--- config.mk ---
export PLATFORM = sky130hd
export DESIGN_NAME = ndn_spi_master
export DESIGN_NICKNAME = d
export VERILOG_FILES = /design/src/rtl/ndn_spi_master.sv
export SDC_FILE = /design/constraint.sdc
export NUM_CORES = 1
export LEC_CHECK = 0
export CAP_MARGIN = 0
export CORE_MARGIN = 2
export CORE_UTILIZATION = 35
export DETAILED_ROUTE_END_ITERATION = 10
export MAX_ROUTING_LAYER = met4
export PLACE_DENSITY = 0.52
export SLEW_MARGIN = 25
export SYNTH_ARGS = -nofsm -noshare
export SYNTH_HDL_FRONTEND = slang
export SYNTH_SLANG_ARGS = --single-unit
export TNS_END_PERCENT = 50
--- constraint.sdc ---
create_clock -name clk -period 2.6 [get_ports clk]
set_clock_uncertainty 0.1 [all_clocks]
set_input_delay 0.52 -clock clk [delete_from_list [all_inputs] [get_ports clk]]
set_output_delay 0.52 -clock clk [all_outputs]
set_load 0.05 [all_outputs]
--- src/rtl/ndn_spi_master.sv ---
// ndn_spi_master
// ---------------------------------------------------------------------------
// This is a byte-framed SPI master for the router's MCU-facing SPI slave port.
// Bits move one per rising clk edge. There is no separate serial clock: the
// slave samples mosi on the same system clk.
//
// Frame sequence:
//   IDLE -> SETUP (cs low, SETUP_CYCLES cycles)
//        -> { LOAD (wait for a tx byte) -> SHIFT (8 cycles) } x frame_len
//        -> HOLD (cs low, HOLD_CYCLES cycles) -> IDLE with a one-cycle done.
//
// Ports:
//   clk        system clock; all logic runs on the rising edge
//   rst        asynchronous, active-low reset
//   start      one-cycle frame request; only accepted in IDLE
//   frame_len  number of bytes in the frame; latched with start; 0 = no frame
//   abort      drop the current frame on the next edge (no done, no partial rx)
//   tx_data    byte to transmit next
//   tx_valid   tx_data is valid
//   tx_ready   LOAD state: the byte on tx_data is taken this cycle
//   rx_data    last fully received byte
//   rx_valid   one-cycle pulse: rx_data was updated
//   busy       high in every state except IDLE
//   done       one-cycle pulse when a frame completes normally
//   mosi       serial data out, MSB first
//   miso       serial data in, MSB first
//   cs         chip select, active-low
//   state_dbg  current FSM state (encoding of state_t)
//
// Handshake: a tx byte transfers on a rising edge where tx_valid and tx_ready
// are both high. tx_ready is combinational from the state register, and the
// producer must not make tx_valid depend on tx_ready. rx_valid is a pulse with
// no back-pressure.
// ---------------------------------------------------------------------------
module ndn_spi_master #(
  parameter int SETUP_CYCLES = 1,
  parameter int HOLD_CYCLES  = 1
) (
  input  logic       clk,
  input  logic       rst,
  input  logic       start,
  input  logic [7:0] frame_len,
  input  logic       abort,
  input  logic [7:0] tx_data,
  input  logic       tx_valid,
  output logic       tx_ready,
  output logic [7:0] rx_data,
  output logic       rx_valid,
  output logic       busy,
  output logic       done,
  output logic       mosi,
  input  logic       miso,
  output logic       cs,
  output logic [2:0] state_dbg
);

  typedef enum logic [2:0] {
    S_IDLE  = 3'd0,
    S_SETUP = 3'd1,
    S_LOAD  = 3'd2,
    S_SHIFT = 3'd3,
    S_HOLD  = 3'd4
  } state_t;

  state_t      state_q;
  logic        cs_q;
  logic [7:0]  rx_data_q;
  logic        rx_valid_q;
  logic        done_q;
  logic [7:0]  len_q;
  logic [7:0]  byte_cnt_q;
  logic [2:0]  bit_cnt_q;
  logic [3:0]  wait_cnt_q;
  logic [7:0]  tx_shift_q;
  logic [6:0]  rx_shift_q;

  logic [7:0]  byte_cnt_inc;
  logic [7:0]  rx_byte_full;

  assign byte_cnt_inc = byte_cnt_q + 8'd1;
  // The completed byte includes the bit that is being sampled on this edge.
  assign rx_byte_full = {rx_shift_q, miso};

  always_ff @(posedge clk or negedge rst) begin
    if (!rst) begin
      state_q    <= S_IDLE;
      cs_q       <= 1'b1;
      rx_data_q  <= 8'd0;
      rx_valid_q <= 1'b0;
      done_q     <= 1'b0;
      len_q      <= 8'd0;
      byte_cnt_q <= 8'd0;
      bit_cnt_q  <= 3'd0;
      wait_cnt_q <= 4'd0;
      tx_shift_q <= 8'd0;
      rx_shift_q <= 7'd0;
    end else begin
      rx_valid_q <= 1'b0;
      done_q     <= 1'b0;
      if (abort && (state_q != S_IDLE)) begin
        // Drop the frame. A partial byte is never reported. rx_data keeps
        // the last completed byte.
        state_q    <= S_IDLE;
        cs_q       <= 1'b1;
        byte_cnt_q <= 8'd0;
        bit_cnt_q  <= 3'd0;
        wait_cnt_q <= 4'd0;
        tx_shift_q <= 8'd0;
      end else begin
        case (state_q)
          S_IDLE: begin
            if (start && !abort && (frame_len != 8'd0)) begin
              len_q      <= frame_len;
              cs_q       <= 1'b0;
              byte_cnt_q <= 8'd0;
              wait_cnt_q <= 4'd0;
              state_q    <= S_SETUP;
            end
          end
          S_SETUP: begin
            if (wait_cnt_q == 4'(SETUP_CYCLES - 1)) begin
              wait_cnt_q <= 4'd0;
              state_q    <= S_LOAD;
            end else begin
              wait_cnt_q <= wait_cnt_q + 4'd1;
            end
          end
          S_LOAD: begin
            // An underrun simply stalls here with cs held low.
            if (tx_valid) begin
              tx_shift_q <= tx_data;
              bit_cnt_q  <= 3'd0;
              state_q    <= S_SHIFT;
            end
          end
          S_SHIFT: begin
            tx_shift_q <= {tx_shift_q[6:0], 1'b0};
            rx_shift_q <= rx_byte_full[6:0];
            bit_cnt_q  <= bit_cnt_q + 3'd1;
            if (bit_cnt_q == 3'd7) begin
              rx_data_q  <= rx_byte_full;
              rx_valid_q <= 1'b1;
              byte_cnt_q <= byte_cnt_inc;
              if (byte_cnt_inc == len_q) begin
                wait_cnt_q <= 4'd0;
                state_q    <= S_HOLD;
              end else begin
                state_q    <= S_LOAD;
              end
            end
          end
          S_HOLD: begin
            if (wait_cnt_q == 4'(HOLD_CYCLES - 1)) begin
              wait_cnt_q <= 4'd0;
              cs_q       <= 1'b1;
              done_q     <= 1'b1;
              state_q    <= S_IDLE;
            end else begin
              wait_cnt_q <= wait_cnt_q + 4'd1;
            end
          end
          default: begin
            state_q <= S_IDLE;
            cs_q    <= 1'b1;
          end
        endcase
      end
    end
  end

  // These outputs decode only registers, so an async reset clears them at once.
  assign tx_ready  = (state_q == S_LOAD);
  assign mosi      = (state_q == S_SHIFT) ? tx_shift_q[7] : 1'b0;
  assign busy      = (state_q != S_IDLE);
  assign cs        = cs_q;
  assign rx_data   = rx_data_q;
  assign rx_valid  = rx_valid_q;
  assign done      = done_q;
  assign state_dbg = state_q;

endmodule

==> summary.md <==
| Metric | Value |
|---|---|
| Leakage | `1.52 nW` |
| Outcome | `finished clean` |
| Max Slew Vio Count | `0` |
| CTS sink cnt | `52` |
| Achievable Freq | `~0.42 GHz` |
| Layout Cells excl Fill | `403` |
| Int Pwr | `around 1.7 mW` |
| Setup tns final | `0 ns` |
| Most frequent cells in the layout | `dfrtp_1, nand2_1, clkdlybuf4s50_1` |
| Reg clk slew, reported paths | `0.11 ns` |
| ANT cells | `0` |
| Gr ovfl total | `0` |
| Final net count | `330` |
| Gr usage total | `15.5%` |
| Final hold vios | `0` |
| Grt met3 use | `~3.6%` |
| Drt pass-1 iters | `4` |
| Starting Density | `36.3%` |
| First-pass GRT wire length | `between 9000 and 10,000 um` |
| Asr flop ratio synth | `100%` |
| DRT iter0 DRCs | `~70` |
| Top Usage Layer GRT | `met2` |
| Core Region | `approximately 7300 um^2` |
| RSZ-0062 raised after global routing | `no` |
| Vias/cell | `approximately 5` |
| Worst-Margin Slew | `0.792 ns` |
| Crit. End Element | `register` |
| Logic pwr share | `40.0%` |
| Crit start category | `register` |
| Placed inst area | `around 3200 um^2` |
| Post-CTS setup buffers | `0` |
| Worst EP required | `approximately 2.7 ns` |
| DPL Wire Length | `4200 um` |
| Minimum clock period | `roughly 2.4 ns` |
| Yosys reg bits | `52` |
| Share of cells above drive strength 1 | `17.4%` |
| Syn nets | `roughly 280` |
| Register Area | `1300 um^2` |
| Final instance area | `3290 um^2` |
| Avg WL per Cell | `14.2 um` |
| CP Data Arrival Time | `2.49 ns` |
| Mapped Cells | `256` |
| Num CTS Buffers | `5` |
| Worst R2R Start | `bit_cnt_q[0]` |
| Top FF cell, synth | `dfrtp_1` |
| Top Ports | `39` |
| Power share of the clock group | `approximately 18%` |
| Routed vias | `1,983` |
| Switching share of power | `38.2%` |
| Avg Inst Size Synth | `10.3 um^2` |
| Row count | `31` |
| Max-Cap Viols | `0` |
| Hold-fix buffers, CTS | `0` |
| Area Growth Syn to Fin | `25.1%` |
| Slew HR | `between 40% and 50%` |
| CP Class | `reg -> reg` |
| Port Buffers | `38` |
| Critical path launch point | `bit_cnt_q[0]` |
| Die W | `90.7 um` |
| Period utilization | `about 92%` |
| Power density cells | `~840 nW/um^2` |
| Max FO, Critical Path | `3` |
| Seq/Total Area, Yosys | `49.5%` |
| Die height | `90.7 um` |
| Placer Congestion | `0.796` |
| Setup violators final | `0` |
| Vias in the first global route | `2,000` |
| Synth unique cells | `48` |
| Post-synth EDFFs | `0` |
| Dpl cells | `395` |
| Grt met2 use | `approximately 23%` |
| Cts repair resizes | `0` |
| H-tree depth | `2` |
| Psw | `1.05 mW` |
| Max VDD drop | `0.000292 V` |
| Reg power frac | `42.1%` |
| Clock Tree Buf Depth | `2` |
| Met1 GRT Util | `21.3%` |
| Commonest non-fill, non-tap cell in the layout | `dfrtp_1` |
| Multi-input gate area | `1250 um^2` |
| Final WL | `about 5700 um` |
| Worst Hold Class | `in -> async` |
| Initial antenna violation count | `0` |
| DRC | `0` |
| Syn Std Cell Area | `between 2000 and 3000 um^2` |
| Clk Latency, worst-skew pair | `0.31 ns` |
| Ys Warns | `0` |
| Largest net degree at the start of global routing | `30` |
| CTS root buf | `clkbuf_8` |
| Post-route ant nets | `0` |
| Die ar. | `about 8200 um^2` |
| CTS tree | `done` |
| # fillers | `just over 700` |
-- stage by stage --
step	setup WS, ns	power, mW	hold WS, ns	util (%)
2_1_floorplan	0.0569	1.95	0.124	-
3_3_place_gp	-0.00712	2.29	0.360	44.1
3_5_place_dp	-0.0464	2.30	0.355	44.1
4_1_cts	0.187	2.80	0.0918	45.4
5_1_grt	0.123	2.98	0.101	45.4
6_report	0.212	2.76	0.0819	45.4
-- cell usage after synthesis (2+ instances only) --
cell type  instances  area, um^2
dfrtp_1           51        1280
buf_2              3        15.0
o22ai_1            3        18.8
a211oi_2           2        25.0
ha_1               5        62.6
o31ai_1            5        37.5
a22oi_1            2        15.0
nor3_1             2        10.0
mux2_2            15         169
o21ai_0           12        60.1
a21o_1             3        22.5
xnor2_1            8        70.1
nand3_1            7        35.0
nor4_1             2        12.5
nand3b_1           2        15.0
xor2_1             6        52.6
a22o_1             4        35.0
or3_1              2        12.5
a211oi_1           5        37.5
or2_2              2        12.5
nand2b_1           5        31.3
nor2_1            21        78.8
mux2i_1            7        70.1
nand2_1           40         150
clkbuf_1           9        33.8
inv_1              7        26.3
and3_1             4        25.0
nand4_1            2        12.5
-- cell type report --
class | instances | area share, %
timing repair buffer | 53 | 15.0
clock inverter | 3 | 0.836
tap | 99 | 3.76
sequential | 52 | 39.5
clock buffer | 5 | 2.09
multi-input combinational | 184 | 38.0
inverter | 7 | 0.798
-- kinds of logic (layout without fill, tap and decap cells) --
family | count (synthesis) | count (layout) | synth area share [%]
adders and majority gates | 5 | 5 | 2.38
muxes | 22 | 22 | 9.08
xor gates and xnor gates | 14 | 14 | 4.66
and+or+nand+nor | 96 | 96 | 17.3
buffers and inverters | 20 | 68 | 3.04
AOI/OAI and AO/OA | 47 | 47 | 14.0
DFF | 52 | 52 | 49.5
-- worst paths after layout --
| path | slack (ns) | cells past startpoint | endpoint |
|---|---|---|---|
| max in group asynchronous | 1.97 | 2 | cs |
| worst min-delay path | 0.08 | 2 | tx_shift_q[4] |
| worst min register to register | 0.37 | 2 | cs |
| worst max register to register | 0.21 | 7 | state_dbg[1] |
| worst max-delay path | 0.21 | 7 | state_dbg[1] |
| min in group clk | 0.37 | 2 | cs |
-- critical path, cell delays in order (launching register included) --
cell and delay [ns]:
dfrtp_1 0.38, ha_1 0.17, ha_1 0.21, and4bb_1 0.26, a211oi_2 0.33, o32ai_2 0.16
or4b_1 0.53, o221a_2 0.14
-- state kept, by name, indices dropped and copies added, names as in the netlist --
name,count
len_q,8
rx_data,8
done,1
wait_cnt_q,4
cs,1
byte_cnt_q,8
rx_shift_q,7
state_dbg,3
tx_shift_q,8
bit_cnt_q,3
rx_valid,1
-- power by group through the flow --
stage | Combinational (mW) | Clock, mW | Sequential (mW)
after floorplan | 0.744 | 0 | 1.20
final | 1.11 | 0.493 | 1.16
after CTS | 1.12 | 0.516 | 1.17
after global placement | 1.11 | 0 | 1.18
after global routing | 1.22 | 0.558 | 1.20
after detailed placement | 1.12 | 0 | 1.18
-- routing by layer --
metal | up-vias | part of all wire (%)
li1 | 994 | -
met1 | 957 | 50
met2 | 28 | 46
met3 | 4 | 3.3
met4 | 0 | 1.1
met5 | - | 0
Power figures use the tool's default switching activity.
